==> config.mk <==
export PLATFORM = sky130hd
export DESIGN_NAME = vanilla_decode_buffer
export DESIGN_NICKNAME = d
export VERILOG_FILES = /design/src/rtl/vanilla_decode_buffer.sv
export SDC_FILE = /design/constraint.sdc
export NUM_CORES = 1
export LEC_CHECK = 0
export CAP_MARGIN = 20
export CORE_ASPECT_RATIO = 0.6
export CORE_MARGIN = 10
export CORE_UTILIZATION = 50
export CTS_BUF_LIST = sky130_fd_sc_hd__clkbuf_4 sky130_fd_sc_hd__clkbuf_8
export DETAILED_ROUTE_END_ITERATION = 12
export HOLD_SLACK_MARGIN = 0.03
export PLACE_DENSITY_LB_ADDON = 0.05
export SLEW_MARGIN = 20
export SYNTH_ARGS = -nofsm -noshare
export SYNTH_HDL_FRONTEND = slang
export SYNTH_SLANG_ARGS = --single-unit
==> constraint.sdc <==
create_clock -name clk_i -period 9.6 [get_ports clk_i]
set_input_delay 1.44 -clock clk_i [delete_from_list [all_inputs] [get_ports clk_i]]
set_output_delay 1.44 -clock clk_i [all_outputs]
set_load 0.01 [all_outputs]
==> src/rtl/vanilla_decode_buffer.sv <==
// RV32IMAF decode-on-enqueue buffer: els_p-deep FIFO of decoded control bundles.
// Optional feature macro: VANILLA_DECODE_BUF_ILLEGAL_CNT_EN (saturating illegal-dequeue counter).
module vanilla_decode_buffer #(
    parameter int els_p         = 2,
    parameter int pc_width_p    = 22,
    parameter int class_width_p = 4
) (
    input  logic                         clk_i,
    input  logic                         reset_n_i,
    input  logic                         flush_i,
    input  logic                         v_i,
    input  logic [31:0]                  instr_i,
    input  logic [pc_width_p-1:0]        pc_i,
    output logic                         ready_o,
    output logic                         v_o,
    input  logic                         yumi_i,
    output logic [31:0]                  instr_o,
    output logic [pc_width_p-1:0]        pc_o,
    output logic [class_width_p-1:0]     op_class_o,
    output logic [4:0]                   rd_o,
    output logic [4:0]                   rs1_o,
    output logic [4:0]                   rs2_o,
    output logic                         write_rd_o,
    output logic                         write_frd_o,
    output logic                         read_rs1_o,
    output logic                         read_rs2_o,
    output logic                         read_frs1_o,
    output logic                         read_frs2_o,
    output logic                         read_frs3_o,
    output logic                         illegal_o,
    output logic [$clog2(els_p+1)-1:0]   count_o,
    output logic [15:0]                  illegal_cnt_o
);

    localparam int addr_w = $clog2(els_p);
    localparam int ptr_w  = addr_w + 1;
    localparam int cnt_w  = $clog2(els_p + 1);

    localparam logic [6:0] OPC_LUI      = 7'b0110111;
    localparam logic [6:0] OPC_AUIPC    = 7'b0010111;
    localparam logic [6:0] OPC_JAL      = 7'b1101111;
    localparam logic [6:0] OPC_JALR     = 7'b1100111;
    localparam logic [6:0] OPC_BRANCH   = 7'b1100011;
    localparam logic [6:0] OPC_LOAD     = 7'b0000011;
    localparam logic [6:0] OPC_STORE    = 7'b0100011;
    localparam logic [6:0] OPC_OP_IMM   = 7'b0010011;
    localparam logic [6:0] OPC_OP       = 7'b0110011;
    localparam logic [6:0] OPC_MISC_MEM = 7'b0001111;
    localparam logic [6:0] OPC_SYSTEM   = 7'b1110011;
    localparam logic [6:0] OPC_AMO      = 7'b0101111;
    localparam logic [6:0] OPC_LOAD_FP  = 7'b0000111;
    localparam logic [6:0] OPC_STORE_FP = 7'b0100111;
    localparam logic [6:0] OPC_OP_FP    = 7'b1010011;
    localparam logic [6:0] OPC_FMADD    = 7'b1000011;
    localparam logic [6:0] OPC_FMSUB    = 7'b1000111;
    localparam logic [6:0] OPC_FNMSUB   = 7'b1001011;
    localparam logic [6:0] OPC_FNMADD   = 7'b1001111;

    localparam logic [31:0] INSTR_MRET  = 32'h3020_0073;

    typedef enum logic [3:0] {
        CLS_ALU     = 4'd0,
        CLS_LOAD    = 4'd1,
        CLS_STORE   = 4'd2,
        CLS_BRANCH  = 4'd3,
        CLS_JAL     = 4'd4,
        CLS_JALR    = 4'd5,
        CLS_IMUL    = 4'd6,
        CLS_IDIV    = 4'd7,
        CLS_ATOMIC  = 4'd8,
        CLS_FENCE   = 4'd9,
        CLS_CSR     = 4'd10,
        CLS_MRET    = 4'd11,
        CLS_FP      = 4'd12,
        CLS_ILLEGAL = 4'd15
    } op_class_e;

    typedef struct packed {
        op_class_e op_class;
        logic      write_rd;
        logic      write_frd;
        logic      read_rs1;
        logic      read_rs2;
        logic      read_frs1;
        logic      read_frs2;
        logic      read_frs3;
        logic      illegal;
    } ctrl_s;

    // ------------------------------------------------------------------
    // Combinational decode of the incoming instruction
    // ------------------------------------------------------------------
    ctrl_s      dec;
    logic       bad;
    logic [2:0] funct3;
    logic [4:0] funct5;
    logic [6:0] funct7;

    assign funct3 = instr_i[14:12];
    assign funct5 = instr_i[31:27];
    assign funct7 = instr_i[31:25];

    // NOTE: every always_comb output gets a default first so no path leaves it unassigned (no latch).
    always_comb begin
        dec          = '0;
        dec.op_class = CLS_ALU;
        bad          = 1'b0;
        case (instr_i[6:0])
            OPC_LUI, OPC_AUIPC: dec.write_rd = 1'b1;
            OPC_OP_IMM: begin
                dec.write_rd = 1'b1;
                dec.read_rs1 = 1'b1;
            end
            OPC_OP: begin
                dec.write_rd = 1'b1;
                dec.read_rs1 = 1'b1;
                dec.read_rs2 = 1'b1;
                if (funct7 == 7'b0000001) begin
                    if (funct3 == 3'b000)  dec.op_class = CLS_IMUL;
                    else if (funct3[2])    dec.op_class = CLS_IDIV;
                    else                   bad = 1'b1;  // MULH/MULHSU/MULHU unsupported
                end
            end
            OPC_JAL: begin
                dec.op_class = CLS_JAL;
                dec.write_rd = 1'b1;
            end
            OPC_JALR: begin
                dec.op_class = CLS_JALR;
                dec.write_rd = 1'b1;
                dec.read_rs1 = 1'b1;
            end
            OPC_BRANCH: begin
                dec.op_class = CLS_BRANCH;
                dec.read_rs1 = 1'b1;
                dec.read_rs2 = 1'b1;
            end
            OPC_LOAD: begin
                dec.op_class = CLS_LOAD;
                dec.write_rd = 1'b1;
                dec.read_rs1 = 1'b1;
            end
            OPC_LOAD_FP: begin
                dec.op_class  = CLS_LOAD;
                dec.write_frd = 1'b1;
                dec.read_rs1  = 1'b1;
            end
            OPC_STORE: begin
                dec.op_class = CLS_STORE;
                dec.read_rs1 = 1'b1;
                dec.read_rs2 = 1'b1;
            end
            OPC_STORE_FP: begin
                dec.op_class  = CLS_STORE;
                dec.read_rs1  = 1'b1;
                dec.read_frs2 = 1'b1;
            end
            OPC_AMO: begin
                dec.op_class = CLS_ATOMIC;
                dec.write_rd = 1'b1;
                dec.read_rs1 = 1'b1;
                case (funct5)
                    5'b00010:                   dec.read_rs2 = 1'b0;  // LR.W
                    5'b00000, 5'b00001, 5'b01000: dec.read_rs2 = 1'b1;
                    default:                    bad = 1'b1;
                endcase
            end
            OPC_MISC_MEM: dec.op_class = CLS_FENCE;
            OPC_SYSTEM: begin
                if (funct3 == 3'b000) begin
                    if (instr_i == INSTR_MRET) dec.op_class = CLS_MRET;
                    else                       bad = 1'b1;
                end else if (funct3 == 3'b100) begin
                    bad = 1'b1;
                end else begin
                    dec.op_class = CLS_CSR;
                    dec.write_rd = 1'b1;
                    dec.read_rs1 = ~funct3[2];  // immediate forms carry a zimm, not rs1
                end
            end
            OPC_OP_FP: begin
                dec.op_class = CLS_FP;
                case (funct7)
                    7'b1010000: begin  // FEQ/FLT/FLE
                        dec.write_rd  = 1'b1;
                        dec.read_frs1 = 1'b1;
                        dec.read_frs2 = 1'b1;
                    end
                    7'b1100000, 7'b1110000: begin  // FCVT.W[U].S, FMV.X.W/FCLASS
                        dec.write_rd  = 1'b1;
                        dec.read_frs1 = 1'b1;
                    end
                    7'b1101000, 7'b1111000: begin  // FCVT.S.W[U], FMV.W.X
                        dec.write_frd = 1'b1;
                        dec.read_rs1  = 1'b1;
                    end
                    7'b0101100: begin  // FSQRT
                        dec.write_frd = 1'b1;
                        dec.read_frs1 = 1'b1;
                    end
                    default: begin
                        dec.write_frd = 1'b1;
                        dec.read_frs1 = 1'b1;
                        dec.read_frs2 = 1'b1;
                    end
                endcase
            end
            OPC_FMADD, OPC_FMSUB, OPC_FNMSUB, OPC_FNMADD: begin
                dec.op_class  = CLS_FP;
                dec.write_frd = 1'b1;
                dec.read_frs1 = 1'b1;
                dec.read_frs2 = 1'b1;
                dec.read_frs3 = 1'b1;
            end
            default: bad = 1'b1;
        endcase

        if (instr_i[1:0] != 2'b11) bad = 1'b1;

        if (bad) begin
            dec          = '0;
            dec.op_class = CLS_ILLEGAL;
            dec.illegal  = 1'b1;
        end
        if (instr_i[11:7] == 5'd0) dec.write_rd = 1'b0;
    end

    // ------------------------------------------------------------------
    // FIFO pointers and handshakes
    // ------------------------------------------------------------------
    logic [ptr_w-1:0] wptr, rptr;
    logic             full, empty, enq, deq;

    assign empty   = (wptr == rptr);
    assign full    = (wptr[ptr_w-1] != rptr[ptr_w-1]) && (wptr[addr_w-1:0] == rptr[addr_w-1:0]);
    assign ready_o = ~full;
    assign v_o     = ~empty;
    assign count_o = cnt_w'(wptr - rptr);
    assign enq     = v_i & ready_o & ~flush_i;
    assign deq     = yumi_i & v_o & ~flush_i;

    always_ff @(posedge clk_i or negedge reset_n_i) begin
        if (!reset_n_i) begin
            wptr <= '0;
            rptr <= '0;
        end else if (flush_i) begin
            wptr <= '0;
            rptr <= '0;
        end else begin
            if (enq) wptr <= wptr + ptr_w'(1);
            if (deq) rptr <= rptr + ptr_w'(1);
        end
    end

    ctrl_s                  ctrl_mem  [els_p];
    logic [31:0]            instr_mem [els_p];
    logic [pc_width_p-1:0]  pc_mem    [els_p];

    // NOTE: entry storage has no reset; v_o qualifies it, and skipping the reset keeps it plain RAM.
    always_ff @(posedge clk_i) begin
        if (enq) begin
            ctrl_mem[wptr[addr_w-1:0]]  <= dec;
            instr_mem[wptr[addr_w-1:0]] <= instr_i;
            pc_mem[wptr[addr_w-1:0]]    <= pc_i;
        end
    end

    ctrl_s head;
    assign head        = ctrl_mem[rptr[addr_w-1:0]];
    assign instr_o     = instr_mem[rptr[addr_w-1:0]];
    assign pc_o        = pc_mem[rptr[addr_w-1:0]];
    assign op_class_o  = class_width_p'(head.op_class);
    assign rd_o        = instr_o[11:7];
    assign rs1_o       = instr_o[19:15];
    assign rs2_o       = instr_o[24:20];
    assign write_rd_o  = head.write_rd;
    assign write_frd_o = head.write_frd;
    assign read_rs1_o  = head.read_rs1;
    assign read_rs2_o  = head.read_rs2;
    assign read_frs1_o = head.read_frs1;
    assign read_frs2_o = head.read_frs2;
    assign read_frs3_o = head.read_frs3;
    assign illegal_o   = head.illegal;

`ifdef VANILLA_DECODE_BUF_ILLEGAL_CNT_EN
    logic [15:0] illegal_cnt_q;

    always_ff @(posedge clk_i or negedge reset_n_i) begin
        if (!reset_n_i)
            illegal_cnt_q <= '0;
        else if (deq && head.illegal && (illegal_cnt_q != 16'hFFFF))
            illegal_cnt_q <= illegal_cnt_q + 16'd1;
    end

    assign illegal_cnt_o = illegal_cnt_q;
`else
    assign illegal_cnt_o = '0;
`endif

    // Consumer must only take an entry that is actually presented.
    yumi_needs_valid: assert property (@(posedge clk_i) disable iff (!reset_n_i) yumi_i |-> v_o);

endmodule

==> flow_summary.ini <==
[outcome]
status = finished clean

[sta]
slew_violations = 0
finalSetupViolCount = 0
setup_slack_ps = 5434
fin_crit_sh = 0.4340
tightest_slew_ps = 675.3
setup_tns_ps = 0
fin_crit_ps = 4166
clock.fmax_ghz = 0.2400
finClkSkew_ps = 7.837
finalHoldViolCount = 0
whs_ps = 576.2
grt_setup_unrepaired = no
max_slew_margin = 0.5498

[die]
die-area_um2 = 16590
chipHeight_um = 103.9
design.core.area_um2 = 11370
io_pins = 160
rows = 30
die_x_um = 159.8
start_util = 0.5152

[setup_path]
critical_path_depth = 3
regToRegStartpoint = rptr[0]$_DFFE_PN0P_
crit_path_end_kind = output pin
worstPathRequired_ps = 8160
crit_buf_inv = 2
rrSetupSlack_ps = 7270
cp_top_family = buffers and inverters
cpPeakStageDelay_ps = 690
cp_max_fo = 48
timing.rr.end = pc_mem[1][12]$_DFFE_PP_
reg2regPathDepth = 5
path_class = reg -> out
start_kind = register
slowest_stage = dfrtp_2
crit_arrival_ps = 2730
cp_cell_sequence = buf_4 > mux2_2 > clkdlybuf4s50_1

[clock_tree]
root_buffer = clkbuf_8
hold_buffers = 0
cts_tree = built
post_cts_buffers = 0
clk_pin_slew_ps = 80
cts_buffers = 17
cts.sinks = 136
cts_resized = 0
clock_latency_ps = 430
cts-htree-levels = 4
cts.path.max_buffers = 2

[hold_path]
hold_path_depth = 2
hold_end = wptr[1]$_DFFE_PN0P_
worstHoldStart = wptr[1]$_DFFE_PN0P_
min_path_type = reg -> reg

[final_layout]
final_nets = 564
multi_input_area_um2 = 1549
nFillCells = 821
syn2layout_area_growth_pct = 31.69
antennaDiodeCount = 0
regArea_um2 = 4065
drive_gt1_frac = 0.2128

[route]
maxUsedRoutingLayer = met4
route.met2.wl_mm = 5.933
vias = 3519
drc = 0
drt_first_pass_iters = 5
wl_mm = 13.56
viasPerCell = 5.198
met1_length_mm = 6.474
met3_length_mm = 1.055
wire_per_inst_um = 20.03
ant_nets = 0
dr.first_iter.drc_count = 209

[synthesis]
synth_xor_area_frac = 0.008969
synthMuxAreaShare = 0.1268
postSynthAreaPerCell_um2 = 15.92
syn_inst = 368
async_flop_share = 0.02941
synth-seq-cells = 136
syn_area_um2 = 5859
ys_warn_count = 0
synth_edf_count = 132
ys_seq_area_frac = 0.6936
synth.distinct_cells = 48
synth_compound_area_frac = 0.03950
ys.flop_type = edfxtp_1
synth_adder_area_share = 0.004057
synth-simple-area-share = 0.07303
synth_top_family_by_area = multiplexers

[flow_run]
drv_cap = 0

[grt]
antenna_found_initial = 0
grt_usage = 0.1630
first_global_vias = 3784
grt_max_degree = 49
grt-ovfl-total = 0
grt_first_pass_wirelength_mm = 21.30

[placement]
pre_cts_ws_ps = 5738
gp_congestion = 0.8666
hpwl_mm = 9.637
port_buffers = 143

[power_and_ir_drop]
p_leak_nw = 2.578
powerDensity_nw_per_um2 = 235.6
vdd_drop_max_uv = 131.8
power_mw = 1.818
[power breakdown]
group	switching, mW	internal, mW	total (mW)
Combinational	0.262	0.339	0.601
Sequential	0.0268	0.707	0.733
Clock	0.226	0.257	0.484
Total	0.514	1.30	1.82
[area by class of cell]
class / instances / area share
clock inverter: 15 / 0.02286
tap: 160 / 0.02594
sequential: 136 / 0.5268
clock buffer: 17 / 0.03032
multi-input combinational: 195 / 0.2007
inverter: 6 / 0.002919
timing repair buffer: 148 / 0.1904
[state kept, by name, indices dropped and copies added, names as in the netlist]
register and count:
ctrl_mem 24, instr_mem 64, pc_mem 44, rptr 2, wptr 2
[stage by stage]
| step | cell area (um^2) | utilization | std cells |
|---|---|---|---|
| after floorplan | 5916 | - | 383 |
| after global placement | 7306 | 0.6424 | 645 |
| after detailed placement | 7306 | 0.6424 | 645 |
| after CTS | 7716 | 0.6784 | 677 |
| after global routing | 7716 | 0.6784 | 677 |
| final | 7716 | 0.6784 | 677 |
[logic make-up (layout without fill, tap and decap cells)]
group,Yosys count,count (layout)
AND/OR/NAND/NOR,74,74
other,1,16
AO/OA/AOI/OAI,31,31
XOR/XNOR,6,6
multiplexers,66,66
buffers and inverters,52,186
flip-flops,136,136
adder cells (fa/ha/maj),2,2
[tightest hold or removal path, stage by stage (launching register included)]
cell and delay, ps:
dfrtp_1 380, xor2_1 90, nor2_1 70
[worst max-delay path by stage]
| stage | startpoint | slack, ps | to |
|---|---|---|---|
| after floorplan | v_i | 3020 | ctrl_mem[0][0]$_DFFE_PP_ |
| after global placement | instr_i[6] | 5680 | ctrl_mem[0][9]$_DFFE_PP_ |
| after detailed placement | instr_i[6] | 5740 | ctrl_mem[0][9]$_DFFE_PP_ |
| after CTS | rptr[0]$_DFFE_PN0P_ | 5380 | instr_o[22] |
| after global routing | rptr[0]$_DFFE_PN0P_ | 5310 | instr_o[26] |
| final | rptr[0]$_DFFE_PN0P_ | 5430 | illegal_o |
[cell usage in the layout, fill, tap and decap left out, types with 4 or more instances in the layout]
| master | count |
|---|---|
| nand2_1 | 9 |
| mux2_2 | 66 |
| buf_4 | 5 |
| clkinvlp_4 | 4 |
| nor2_1 | 19 |
| inv_1 | 6 |
| nor3_1 | 4 |
| nand2b_1 | 8 |
| o21ai_0 | 5 |
| clkbuf_8 | 17 |
| a21oi_1 | 7 |
| nor3b_1 | 4 |
| nor4b_1 | 4 |
| conb_1 | 16 |
| edfxtp_1 | 132 |
| nand3_1 | 4 |
| clkdlybuf4s50_1 | 143 |
| and3_1 | 4 |
[synthesized netlist by cell type, types with 3 or more instances]
cell | count | share of area
xor2_1 | 3 | 0.0045
nand3_1 | 4 | 0.0034
nand2b_1 | 8 | 0.0085
nor4_1 | 3 | 0.0032
nor3b_1 | 4 | 0.0051
nor4b_1 | 4 | 0.0060
a21oi_1 | 7 | 0.0060
inv_1 | 6 | 0.0038
o21ai_0 | 5 | 0.0043
nand2_1 | 9 | 0.0058
buf_4 | 31 | 0.040
mux2_2 | 66 | 0.13
edfxtp_1 | 132 | 0.68
xnor2_1 | 3 | 0.0045
and3_1 | 4 | 0.0043
dfrtp_1 | 4 | 0.017
o211ai_1 | 3 | 0.0038
buf_1 | 4 | 0.0026
nor3_1 | 6 | 0.0051
nor2_1 | 19 | 0.012
clkbuf_1 | 10 | 0.0064
[layer usage]
metal	up-vias	GRT usage
li1	1641	-
met1	1719	0.2239
met2	147	0.2380
met3	12	0.05771
met4	0	0.04545
met5	-	0
Power figures use the tool's default switching activity.
